--- src/rtl/monit_buf_pkg.sv ---
// Shared types and helpers for the monitoring-path buffer scheduler.
package monit_buf_pkg;

  localparam int CH_MAX = 8;

  typedef enum logic [1:0] {
    RD_IDLE  = 2'd0,
    RD_ISSUE = 2'd1,
    RD_DATA  = 2'd2
  } rd_state_t;

  // Index width for n items; never below 1 so a 1-bit index still exists.
  function automatic int clog2(input int n);
    int r;
    r = 0;
    while ((1 << r) < n) r++;
    return (r < 1) ? 1 : r;
  endfunction

endpackage

--- src/rtl/rr_arbiter.sv ---
// Combinational round-robin pick: first eligible channel after the last winner.
module rr_arbiter
  import monit_buf_pkg::*;
#(
  parameter int NUM_CH = 4,
  parameter int IDX_W  = clog2(NUM_CH)
) (
  input  logic [NUM_CH-1:0] eligible,
  input  logic [IDX_W-1:0]  last,
  output logic [NUM_CH-1:0] grant,
  output logic [IDX_W-1:0]  grant_idx,
  output logic              grant_valid
);

  logic [IDX_W-1:0] idx;

  // Scan farthest-first so the nearest eligible channel after last wins.
  always_comb begin
    grant       = '0;
    grant_idx   = '0;
    grant_valid = 1'b0;
    idx         = '0;
    for (int i = NUM_CH; i >= 1; i--) begin
      idx = IDX_W'((int'(last) + i) % NUM_CH);
      if (eligible[idx]) begin
        grant       = '0;
        grant[idx]  = 1'b1;
        grant_idx   = idx;
        grant_valid = 1'b1;
      end
    end
  end

endmodule

--- src/rtl/monit_buf_sched.sv ---
// Write/read scheduler in front of one dataBuffer: round-robin write arbitration,
// single-outstanding read sequencing and an exact shadow occupancy count.
module monit_buf_sched
  import monit_buf_pkg::*;
#(
  parameter int NUM_CH               = 4,
  parameter int BUFFER_LENGTH        = 32,
  parameter int CNT_WIDTH            = 6,
  parameter int VARIABLE_LENGTH_BITS = 32
) (
  input  logic                                   clk,
  input  logic                                   rst,
  input  logic [NUM_CH-1:0]                      ch_req,
  input  logic [NUM_CH*VARIABLE_LENGTH_BITS-1:0] ch_data,
  output logic [NUM_CH-1:0]                      ch_grant,
  output logic                                   buf_wr_enable,
  output logic [VARIABLE_LENGTH_BITS-1:0]        buf_in,
  output logic                                   buf_rd_enable,
  input  logic [VARIABLE_LENGTH_BITS-1:0]        buf_out,
  output logic                                   rd_valid,
  input  logic                                   rd_ready,
  output logic [VARIABLE_LENGTH_BITS-1:0]        rd_data,
  output logic [CNT_WIDTH-1:0]                   occupancy,
  output logic                                   full,
  output logic                                   empty,
  output rd_state_t                              rd_state
);

  localparam int IDX_W = clog2(NUM_CH);

  logic [CNT_WIDTH-1:0]            occ_next;
  logic [NUM_CH-1:0]               eligible;
  logic [NUM_CH-1:0]               arb_grant;
  logic [IDX_W-1:0]                arb_idx;
  logic [IDX_W-1:0]                last;
  logic                            arb_valid;
  logic                            wr_ok;
  logic [VARIABLE_LENGTH_BITS-1:0] sel_word;

  // Count dataBuffer will hold after the coming edge.
  assign occ_next = occupancy + CNT_WIDTH'(buf_wr_enable) - CNT_WIDTH'(buf_rd_enable);
  assign eligible = ch_req & ~ch_grant;
  assign wr_ok    = arb_valid && (occ_next < CNT_WIDTH'(BUFFER_LENGTH));
  assign full     = (occupancy == CNT_WIDTH'(BUFFER_LENGTH));
  assign empty    = (occupancy == '0);

  // Consumer handshake: rd_valid rises with a fresh word, rd_data stays stable while
  // rd_valid && !rd_ready, and the word is consumed on an edge with rd_valid && rd_ready.
  assign rd_data  = rd_valid ? buf_out : '0;

  rr_arbiter #(
    .NUM_CH(NUM_CH),
    .IDX_W (IDX_W)
  ) u_arb (
    .eligible   (eligible),
    .last       (last),
    .grant      (arb_grant),
    .grant_idx  (arb_idx),
    .grant_valid(arb_valid)
  );

  always_comb begin
    sel_word = '0;
    for (int i = 0; i < NUM_CH; i++) begin
      if (arb_idx == IDX_W'(i)) sel_word = ch_data[i*VARIABLE_LENGTH_BITS +: VARIABLE_LENGTH_BITS];
    end
  end

  always_ff @(posedge clk or posedge rst) begin
    if (rst) begin
      occupancy     <= '0;
      buf_wr_enable <= 1'b0;
      buf_in        <= '0;
      ch_grant      <= '0;
      last          <= IDX_W'(NUM_CH - 1);
    end else begin
      occupancy <= occ_next;
      if (wr_ok) begin
        buf_wr_enable <= 1'b1;
        buf_in        <= sel_word;
        ch_grant      <= arb_grant;
        last          <= arb_idx;
      end else begin
        buf_wr_enable <= 1'b0;
        ch_grant      <= '0;
      end
    end
  end

  // One read in flight at a time, so occ_next seen in RD_IDLE is never reduced by a read.
  always_ff @(posedge clk or posedge rst) begin
    if (rst) begin
      rd_state      <= RD_IDLE;
      buf_rd_enable <= 1'b0;
      rd_valid      <= 1'b0;
    end else begin
      case (rd_state)
        RD_IDLE: begin
          if (occ_next != '0) begin
            rd_state      <= RD_ISSUE;
            buf_rd_enable <= 1'b1;
          end
        end
        RD_ISSUE: begin
          rd_state      <= RD_DATA;
          buf_rd_enable <= 1'b0;
          rd_valid      <= 1'b1;
        end
        RD_DATA: begin
          if (rd_ready) begin
            rd_state <= RD_IDLE;
            rd_valid <= 1'b0;
          end
        end
        default: begin
          rd_state      <= RD_IDLE;
          buf_rd_enable <= 1'b0;
          rd_valid      <= 1'b0;
        end
      endcase
    end
  end

endmodule
--- config.mk ---
export PLATFORM = sky130hd
export DESIGN_NAME = monit_buf_sched
export DESIGN_NICKNAME = d
export VERILOG_FILES = /design/src/rtl/monit_buf_pkg.sv /design/src/rtl/rr_arbiter.sv /design/src/rtl/monit_buf_sched.sv
export SDC_FILE = /design/constraint.sdc
export NUM_CORES = 1
export LEC_CHECK = 0
export BUFFER_PORTS_ARGS = -buffer_cell sky130_fd_sc_hd__buf_2
export CORE_MARGIN = 10
export CORE_UTILIZATION = 47
export CTS_BUF_LIST = sky130_fd_sc_hd__clkbuf_4
export DETAILED_ROUTE_END_ITERATION = 10
export PLACE_DENSITY = 0.83
export SYNTH_ARGS = -nofsm -noshare
export SYNTH_HDL_FRONTEND = slang
export SYNTH_SLANG_ARGS = --single-unit
--- constraint.sdc ---
create_clock -name clk -period 3.4 [get_ports clk]
set_input_delay 0.68 -clock clk [delete_from_list [all_inputs] [get_ports clk]]
set_output_delay 0.68 -clock clk [all_outputs]
set_load 0.02 [all_outputs]
* Word level (Yosys, flattened, before mapping)
Index checks and enable logic that the tools add are counted.
Storage, ports and cells: flip-flop bits (word level) 49, input bits 167, output and inout port bits 81
Cells by class: $add $sub $neg 6, $lt $le $gt $ge 9, equality and inequality tests 8, multiplexer cells 42, bitwise gates (word level) 4, reduce and logical (&&, ||, !) cells 12
Operators by type and width (number):
- $mux W32 | 5
- $mux W4 | 5
- $mux W1 | 15
- $lt A2 B3 Y1 const B | 4
- $mux W2 | 6
- $bmux W1 S2 | 4
- $demux W1 S2 | 4
- $ge A2 B1 Y1 const B | 4
- $add A6 B1 Y6 | 1
- $eq A2 B2 Y1 const B | 3
- $eq A6 B6 Y1 const B | 1
- $logic_not A6 Y1 | 1
- $lt A6 B6 Y1 const B | 1
- $pmux W2 S3 | 1
- $reduce_and A2 Y1 | 3
- $reduce_bool A6 Y1 | 1
- $sub A6 B1 Y6 | 1
- $logic_and A1 B1 Y1 | 5
- $add A2 B1 Y2 const B | 2
- $add A2 B2 Y2 const B | 2
- $and A4 B4 Y4 | 1
- $eq A2 B1 Y1 const B | 2
- $logic_not A2 Y1 | 2
- $ne A2 B2 Y1 const B | 2
- other kinds (4) | 5

* Longest topological paths before layout
Gate-level depths: netlist of run 1.
depth after elaboration 13, gate-level depth with buffers 14, gate-level depth less buffers 11

* Hierarchy
Synthesis of run 1 repeated with hierarchy kept, for this count alone.
Unflattened totals: cell total of the unflattened synthesis 288, area total of the unflattened synthesis 3719.8 um2
Modules (own cells, without submodules):
- monit_buf_sched | times used 1, cells each 219, area an instance 3180.6 um2
- rr_arbiter | times used 1, cells each 69, area an instance 539.3 um2

* Worst setup path before layout of run 1
Ideal clock, no wire load.
path type register -> register, from reg last[0], to reg buf_in[16], setup time 0.123 ns, arrival time 2.818 ns, slack 0.459 ns, cell stages (with the launch flop) 12, buffers on the path 3, clock period less this slack 2.941 ns, path through dfstp_2 > clkinv_1 > ha_1 > inv_2 > mux4_2 > buf_2 > a21oi_4 > buf_6 > buf_8 > mux2i_1 > o21ai_0 > o221a_1
On the way: word-level cells in the longest chain between the ends 12, elaborated cells on any way between the ends 29, classes of those cells 4 x add/sub; 3 x eq/ne; 20 x mux; 2 x reduce/logical
Ends and longest elaborated chain:
- start: declaration | line monit_buf_sched.sv:35 | logic [IDX_W-1:0] last;
- start signal: assignment | line monit_buf_sched.sv:75 | last <= IDX_W'(NUM_CH - 1);
- start signal: assignment | line monit_buf_sched.sv:82 | last <= arb_idx;
- $add A2 B1 Y2 | line rr_arbiter.sv:24 | idx = IDX_W'((int'(last) + i) % NUM_CH);
- $bmux W1 S2 | line rr_arbiter.sv:25 | if (eligible[idx]) begin
- $mux W1 (not written as such) | line rr_arbiter.sv:25
- $mux W2 (4 in series) | line rr_arbiter.sv:25
- $logic_not A2 Y1 | line monit_buf_sched.sv:65 | if (arb_idx == IDX_W'(i)) sel_word = ch_data[i*VARIABLE_LENGTH_BITS +: VARIABLE_LENGTH_BITS];
- $mux W32 (4 in series) | line monit_buf_sched.sv:65
- end signal: assignment | line monit_buf_sched.sv:80 | buf_in <= sel_word;
- end: declaration | line monit_buf_sched.sv:17 | output logic [VARIABLE_LENGTH_BITS-1:0] buf_in,
Parallel ways exist; a longest one is shown, timed or not. The select of a mux whose other input is x is not followed. A chain may end at the register's enable or synchronous reset.

* Worst setup path in the final report of run 1
from reg buf_rd_enable, to reg buf_in[3]
On the way: word-level cells in the longest chain between the ends 3
Ends and longest elaborated chain:
- start: declaration | line monit_buf_sched.sv:18 | output logic buf_rd_enable,
- start signal: assignment | line monit_buf_sched.sv:94 | buf_rd_enable <= 1'b0;
- start signal: assignment | line monit_buf_sched.sv:101 | buf_rd_enable <= 1'b1;
- start signal: assignment | line monit_buf_sched.sv:106 | buf_rd_enable <= 1'b0;
- $sub A6 B1 Y6 | line monit_buf_sched.sv:41 | assign occ_next = occupancy + CNT_WIDTH'(buf_wr_enable) - CNT_WIDTH'(buf_rd_enable);
- named net occ_next[5] | line monit_buf_sched.sv:31 | logic [CNT_WIDTH-1:0] occ_next;
- $lt A6 B6 Y1 | line monit_buf_sched.sv:43 | assign wr_ok = arb_valid && (occ_next < CNT_WIDTH'(BUFFER_LENGTH));
- $logic_and A1 B1 Y1 | line monit_buf_sched.sv:43
The timed path passes the listed nets, and every way through them passes these cells.

==> results of run 1 <==
## cells by family (layout without fill, tap and decap cells)
group | count (synthesis) | count (layout) | synth area share, %
AOI/OAI and AO/OA | 197 | 197 | 36.0
and+or+nand+nor | 79 | 79 | 9.73
muxes | 69 | 69 | 16.0
buffers and inverters | 68 | 284 | 7.00
DFF | 49 | 49 | 26.5
adders and majority gates | 14 | 14 | 3.95
xor gates and xnor gates | 4 | 4 | 0.757
## stage by stage
stage	util (%)	std cells	hold slack [ps]
6_report	62.0	829	533
3_3_place_gp	61.4	820	496
4_1_cts	61.9	828	527
2_1_floorplan	-	480	579
3_5_place_dp	61.4	820	524
5_1_grt	62.0	829	534
## cell usage in the layout, fill, tap and decap left out, types with 4 or more instances in the layout
cell	n
dfrtp_1	47
nor2_1	11
a211o_1	5
a21oi_1	7
a221o_1	31
nand2_1	7
o221a_1	31
a22oi_1	4
and2_1	32
ha_1	13
buf_2	247
mux4_2	4
o2111ai_1	31
inv_1	9
clkbuf_4	6
buf_4	10
nor2b_1	8
mux2i_1	65
buf_12	5
a32oi_1	31
o21ai_0	37
nand2b_1	8
inv_2	4
## metal layers
metal  global-route usage (%)  vias to the layer above
met5                        0                        -
met4                     7.25                        0
met3                     7.04                       41
met2                     40.9                      334
met1                     26.6                     2503
li1                         -                     2391
## worst paths after layout
check | startpoint | to | slack (ps) | cells past startpoint
hold reg to reg | buf_in[15]$_DFFE_PP0P_ | buf_in[15]$_DFFE_PP0P_ | 530 | 2
min in group asynchronous | rst | buf_in[20]$_DFFE_PP0P_ | 550 | 2
setup reg to reg | buf_rd_enable$_DFFE_PP0P_ | buf_in[3]$_DFFE_PP0P_ | 280 | 11
hold / removal | buf_in[15]$_DFFE_PP0P_ | buf_in[15]$_DFFE_PP0P_ | 530 | 2
max in group asynchronous | rst | buf_in[15]$_DFFE_PP0P_ | 2180 | 2
setup / recovery | buf_rd_enable$_DFFE_PP0P_ | buf_in[3]$_DFFE_PP0P_ | 280 | 11
## critical path, cell delays in order, from the launching register on
cell and delay (ps):
dfrtp_1 440, ha_1 210, inv_1 90, ha_1 230
a21oi_1 270, o2111a_1 260, a311oi_2 70, or2_1 390
inv_2 390, buf_12 290, o21ai_0 140, o221a_1 240
## power groups by stage
stage,sequential (W),combinational [W],clock (W)
floorplan,0.00148,0.00506,0
global placement,0.00121,0.00667,0
detailed placement,0.00121,0.00697,0
CTS,0.00121,0.00696,0.000310
global route,0.00125,0.00763,0.000328
finish,0.00121,0.00699,0.000295
## Yosys cell counts (3+ instances only)
cell       number
mux2i_1        65
dfrtp_1        47
clkbuf_1       37
o21ai_0        37
and2_1         32
o221a_1        32
a221o_1        31
a32oi_1        31
o2111ai_1      31
ha_1           13
nor2_1         12
inv_1          10
a21oi_1         8
nand2b_1        8
nor2b_1         8
buf_2           7
nand2_1         7
a211o_1         5
a22oi_1         4
buf_8           4
mux4_2          4
buf_1           3
inv_2           3
## repair_timing
item	CTS	global route
endpoints found under the setup margin	0	19
setup buffers	0	1
resized for setup	0	0
## flip-flops by register name, indices dropped and copies added (netlist names)
| register | cells |
|---|---|
| rd_state | 2 |
| ch_grant | 4 |
| rd_valid | 1 |
| buf_rd_enable | 1 |
| occupancy | 6 |
| buf_in | 32 |
| buf_wr_enable | 1 |
| last | 2 |
## area by class of cell
type	instances	share of cell area, %
repair buffers	262	23.5
multi-input cells	363	51.5
well taps	133	2.77
flip-flops and latches	49	20.5
inverters	14	0.875
clock inverters	2	0.167
clock buffers	6	0.750
==> results.toml, run 1 <==
[timing]
final-setup-viol-count = 0
layout_min_cycle_time_ps = 3120
finalSetupTns_ps = 0
finalCritPeriodShare_pct = 91.7
rsz0062_at_grt = "no"
final.setup_skew_ps = 8.76
drv_slew = 0
fmax_ghz = 0.321
tightest_slew_ps = 1110
relSlewSlack_pct = 26.2
setup_slack_ps = 284
finalHoldViolCount = 0

[placed_design]
dp_hpwl_mm = 13.4
pre_cts_slack_ps = 145
gp_congestion = 0.906
portBuffers = 247
placed_cell_area_um2 = 5940

[die]
start_util_pct = 47.8
rows = 36
core_um2 = 9680
die-width_um = 119
die_area_um2 = 14200
io-pin-count = 248
die_h_um = 119

[global_route]
grt_pass1_vias = 5553
grt_remaining_overflow = 0
grt_first_pass_wirelength_mm = 28.1
antenna_found_initial = 0
grt_use_total_pct = 23.3
grt_max_degree = 76

[detailed_routing]
drt-total-wl_mm = 17.7
ant_nets = 0
wl_met1_mm = 6.60
via_count = 5269
drt_iter0_drc = 365
wl_per_cell_um = 21.4
routed-wl-met3_mm = 1.94
wl_met2_mm = 8.78
drt_first_pass_iters = 6
vias_per_cell = 6.36
highest_layer = "met4"
drc = 0

[final_layout]
n_antenna_cell = 0
drive_above_1_share_pct = 41.2
n_fill_cell = 813
layout.nets = 876
syn_to_final_growth_pct = 29.7
multi_input_area_um2 = 3090
seqCellArea_um2 = 1230
final_area_um2 = 6000

[logic_synthesis]
synth-main-ff-cell = "dfrtp_1"
syn-cell-area_um2 = 4630
synth_area_per_cell_um2 = 9.64
yosys.area.top_type = "dfrtp_1"
synth_edf_count = 0
ys_warn_count = 0
synthArstFlopShare_pct = 100
synth_top_cell_area_share_pct = 25.4
ys_types = 53
syn-num-nets = 661
synthTopCellsByArea = "dfrtp_1 25%, mux2i_1 14%, o221a_1 7.8%"
synth-seq-cells = 49
synth_cells = 480
synth_seq_area_share_pct = 26.5

[critical_path]
crit_type = "register to register"
critical_path_peak_fanout = 56
cp.required_ps = 3700
crit_arrival_ps = 3420
start_kind = "register"
crit_path_end_kind = "register"

[clock_tree]
cts_tree = "done"
clkSlewWorstSetupHoldPaths_ps = 150
cts_buffers = 5
cts_root_buf = "clkbuf_4"
ctsHoldBuffers = 0
clkLatencyLatePin_ps = 390
h-tree-depth = 2
clk_path_buf_depth = 2
cts_sinks = 49

[pwr]
vdd_drop_max_v = 0.000705
p_switching_w = 0.00453
intPower_w = 0.00397
seqPwrFrac_pct = 14.2
sw_frac_of_total_pct = 53.3
p_clk_share_pct = 3.5
p_per_area_nw_per_um2 = 1420
finalPower_w = 0.00850
p_leak_nw = 2.76
power_frac_comb_pct = 82.3

[run]
cap_violations = 0

[worst_hold_path]
hold_path_class = "register to register"

[outcome]
outcome = "finished clean"
Power figures use the tool's default switching activity.
==> inputs of run 2 (changes only) <==
--- a/config.mk
+++ b/config.mk
@@ -11,6 +11,7 @@
 export CTS_BUF_LIST = sky130_fd_sc_hd__clkbuf_4
 export DETAILED_ROUTE_END_ITERATION = 10
 export PLACE_DENSITY = 0.83
+export RECOVER_POWER = 50
 export SYNTH_ARGS = -nofsm -noshare
 export SYNTH_HDL_FRONTEND = slang
 export SYNTH_SLANG_ARGS = --single-unit
==> results.toml, run 2 (same netlist as run 1, synthesis figures left out) <==
[final_layout]
largest-register = "buf_in"
syn_to_final_growth_pct = 28.7
layout.nets = 876
layout_commonest_cell = "buf_2"
final_area_um2 = 5960
reg_top3 = "buf_in: 32 flops, occupancy: 6 flops, ch_grant: 4 flops"
n_antenna_cell = 0
drive_above_1_share_pct = 35.9
most-common-layout-cells = "211 x buf_2, 65 x mux2i_1, 47 x dfrtp_1"
largest_register_ffs = 32

[critical_path]
path_common_cell = "ha_1"
r2r_end = "buf_in[23]$_DFFE_PP0P_"
crit_path_end_kind = "register"
crit_chain = "ha_1 -> inv_1 -> ha_1 -> a21oi_1 -> o2111a_1 -> a311oi_2 -> or2_1 -> inv_2 -> buf_4 -> o21ai_0 -> o221a_1"
r2r_slack_ps = 270
reg2regPathDepth = 11
start_kind = "register"
r2r_start = "buf_rd_enable$_DFFE_PP0P_"
critPathTopFamily = "compound AO/OA/AOI/OAI gates"
crit_path_max_incr_delay_ps = 440
crit_arrival_ps = 3420
cp.required_ps = 3690
critical_path_peak_fanout = 24
critical_path_buf_inv_count = 3
crit_type = "register to register"
cpMaxStageDelayCell = "dfrtp_1"

[die]
die_h_um = 119
rows = 36
start_util_pct = 47.8
io-pin-count = 248
die_area_um2 = 14200
die-width_um = 119
core_um2 = 9680

[pwr]
seqPwrFrac_pct = 14.4
power_frac_comb_pct = 82.2
intPower_w = 0.00391
finalPower_w = 0.00847
vdd_drop_max_v = 0.000708
p_leak_nw = 2.67
p_switching_w = 0.00456
sw_frac_of_total_pct = 53.8
p_clk_share_pct = 3.5
p_per_area_nw_per_um2 = 1420

[detailed_routing]
via_count = 5284
drt-total-wl_mm = 17.8
vias_per_cell = 6.37
wl_per_cell_um = 21.5
drc = 0
drt_iter0_drc = 404
ant_nets = 0
drt_first_pass_iters = 5

[clock_tree]
cts_resized = 0
h-tree-depth = 2
cts_root_buf = "clkbuf_4"
ctsHoldBuffers = 0
post_cts_buffers = 0
cts_tree = "done"
clk_path_buf_depth = 2
clkLatencyLatePin_ps = 390
cts_sinks = 49
clkSlewWorstSetupHoldPaths_ps = 150
cts_buffers = 5

[placed_design]
dp_hpwl_mm = 13.4
portBuffers = 247
pre_cts_slack_ps = 145
placed_cell_area_um2 = 5940
gp_congestion = 0.906

[timing]
timing.hold.ws_ps = 536
layout_min_cycle_time_ps = 3130
setup_slack_ps = 271
finalCritPeriodShare_pct = 92.0
tightest_slew_ps = 2000
finalHoldViolCount = 0
drv_slew = 50
fmax_ghz = 0.320
relSlewSlack_pct = -33.7
final.setup_skew_ps = 10.0
finalSetupTns_ps = 0
rsz0062_at_grt = "no"
final-setup-viol-count = 0

[global_route]
grt_remaining_overflow = 0
grt_first_pass_wirelength_mm = 28.1
grt_pass1_vias = 5553
grt_use_total_pct = 23.3
grt_max_degree = 76
antenna_found_initial = 0

[worst_hold_path]
hold_end = "buf_in[15]$_DFFE_PP0P_"
hold_path_class = "register to register"
hold_path_depth = 2
worstHoldStart = "buf_in[15]$_DFFE_PP0P_"

[outcome]
outcome = "finished, violations left"
violations = "capacitance limit, slew limit"

[run]
cap_violations = 1
==> run 2: changes by cell type in the layout (fill, tap and decap cells not counted) <==
cell	change
inv_1	+1
inv_2	-1
buf_2	-36
clkbuf_1	+36
==> run 2: worst max-delay path by stage <==
stage | startpoint | to | depth (start not counted)
finish | buf_rd_enable$_DFFE_PP0P_ | buf_in[23]$_DFFE_PP0P_ | 11
global route | buf_rd_enable$_DFFE_PP0P_ | buf_in[24]$_DFFE_PP0P_ | 11
CTS | last[1]$_DFFE_PP1P_ | buf_in[22]$_DFFE_PP0P_ | 9
detailed placement | last[1]$_DFFE_PP1P_ | buf_in[22]$_DFFE_PP0P_ | 9
global placement | last[1]$_DFFE_PP1P_ | buf_in[13]$_DFFE_PP0P_ | 9
floorplan | last[0]$_DFFE_PP1P_ | buf_in[16]$_DFFE_PP0P_ | 11
==> run 2: per-stage QoR <==
stage / std cells / utilization, %
2_1_floorplan: 480 / -
3_3_place_gp: 820 / 61.4
3_5_place_dp: 820 / 61.4
4_1_cts: 828 / 61.9
5_1_grt: 829 / 61.5
6_report: 829 / 61.5
==> run 2: layout make-up <==
class                           instances  area, um2
Sequential cell                        49       1230
Clock buffer                            6       45.0
Fill cell                             841       3720
Clock inverter                          2       10.0
Inverter                               14       52.6
Multi-Input combinational cell        363       3090
Tap cell                              133        166
Timing Repair Buffer                  262       1370
==> run 2: worst min-delay path, cell delays in order (launching register included) <==
cell	delay, ps
dfrtp_1	380
nand2_1	60
o21ai_1	70
==> run 2: layer usage <==
| metal | up-vias | GRT usage (%) | part of all wire, % |
|---|---|---|---|
| li1 | 2395 | - | - |
| met3 | 36 | 7.04 | 11 |
| met4 | 0 | 7.25 | 2.1 |
| met5 | - | 0 | 0 |
| met1 | 2485 | 26.6 | 37 |
| met2 | 368 | 40.9 | 49 |
==> run 2: power groups by stage <==
| stage | clock network (W) | registers [W] | logic [W] |
|---|---|---|---|
| finish | 0.000294 | 0.00122 | 0.00696 |
| global route | 0.000328 | 0.00125 | 0.00757 |
| CTS | 0.000310 | 0.00121 | 0.00696 |
| detailed placement | 0 | 0.00121 | 0.00697 |
| global placement | 0 | 0.00121 | 0.00667 |
| floorplan | 0 | 0.00148 | 0.00506 |
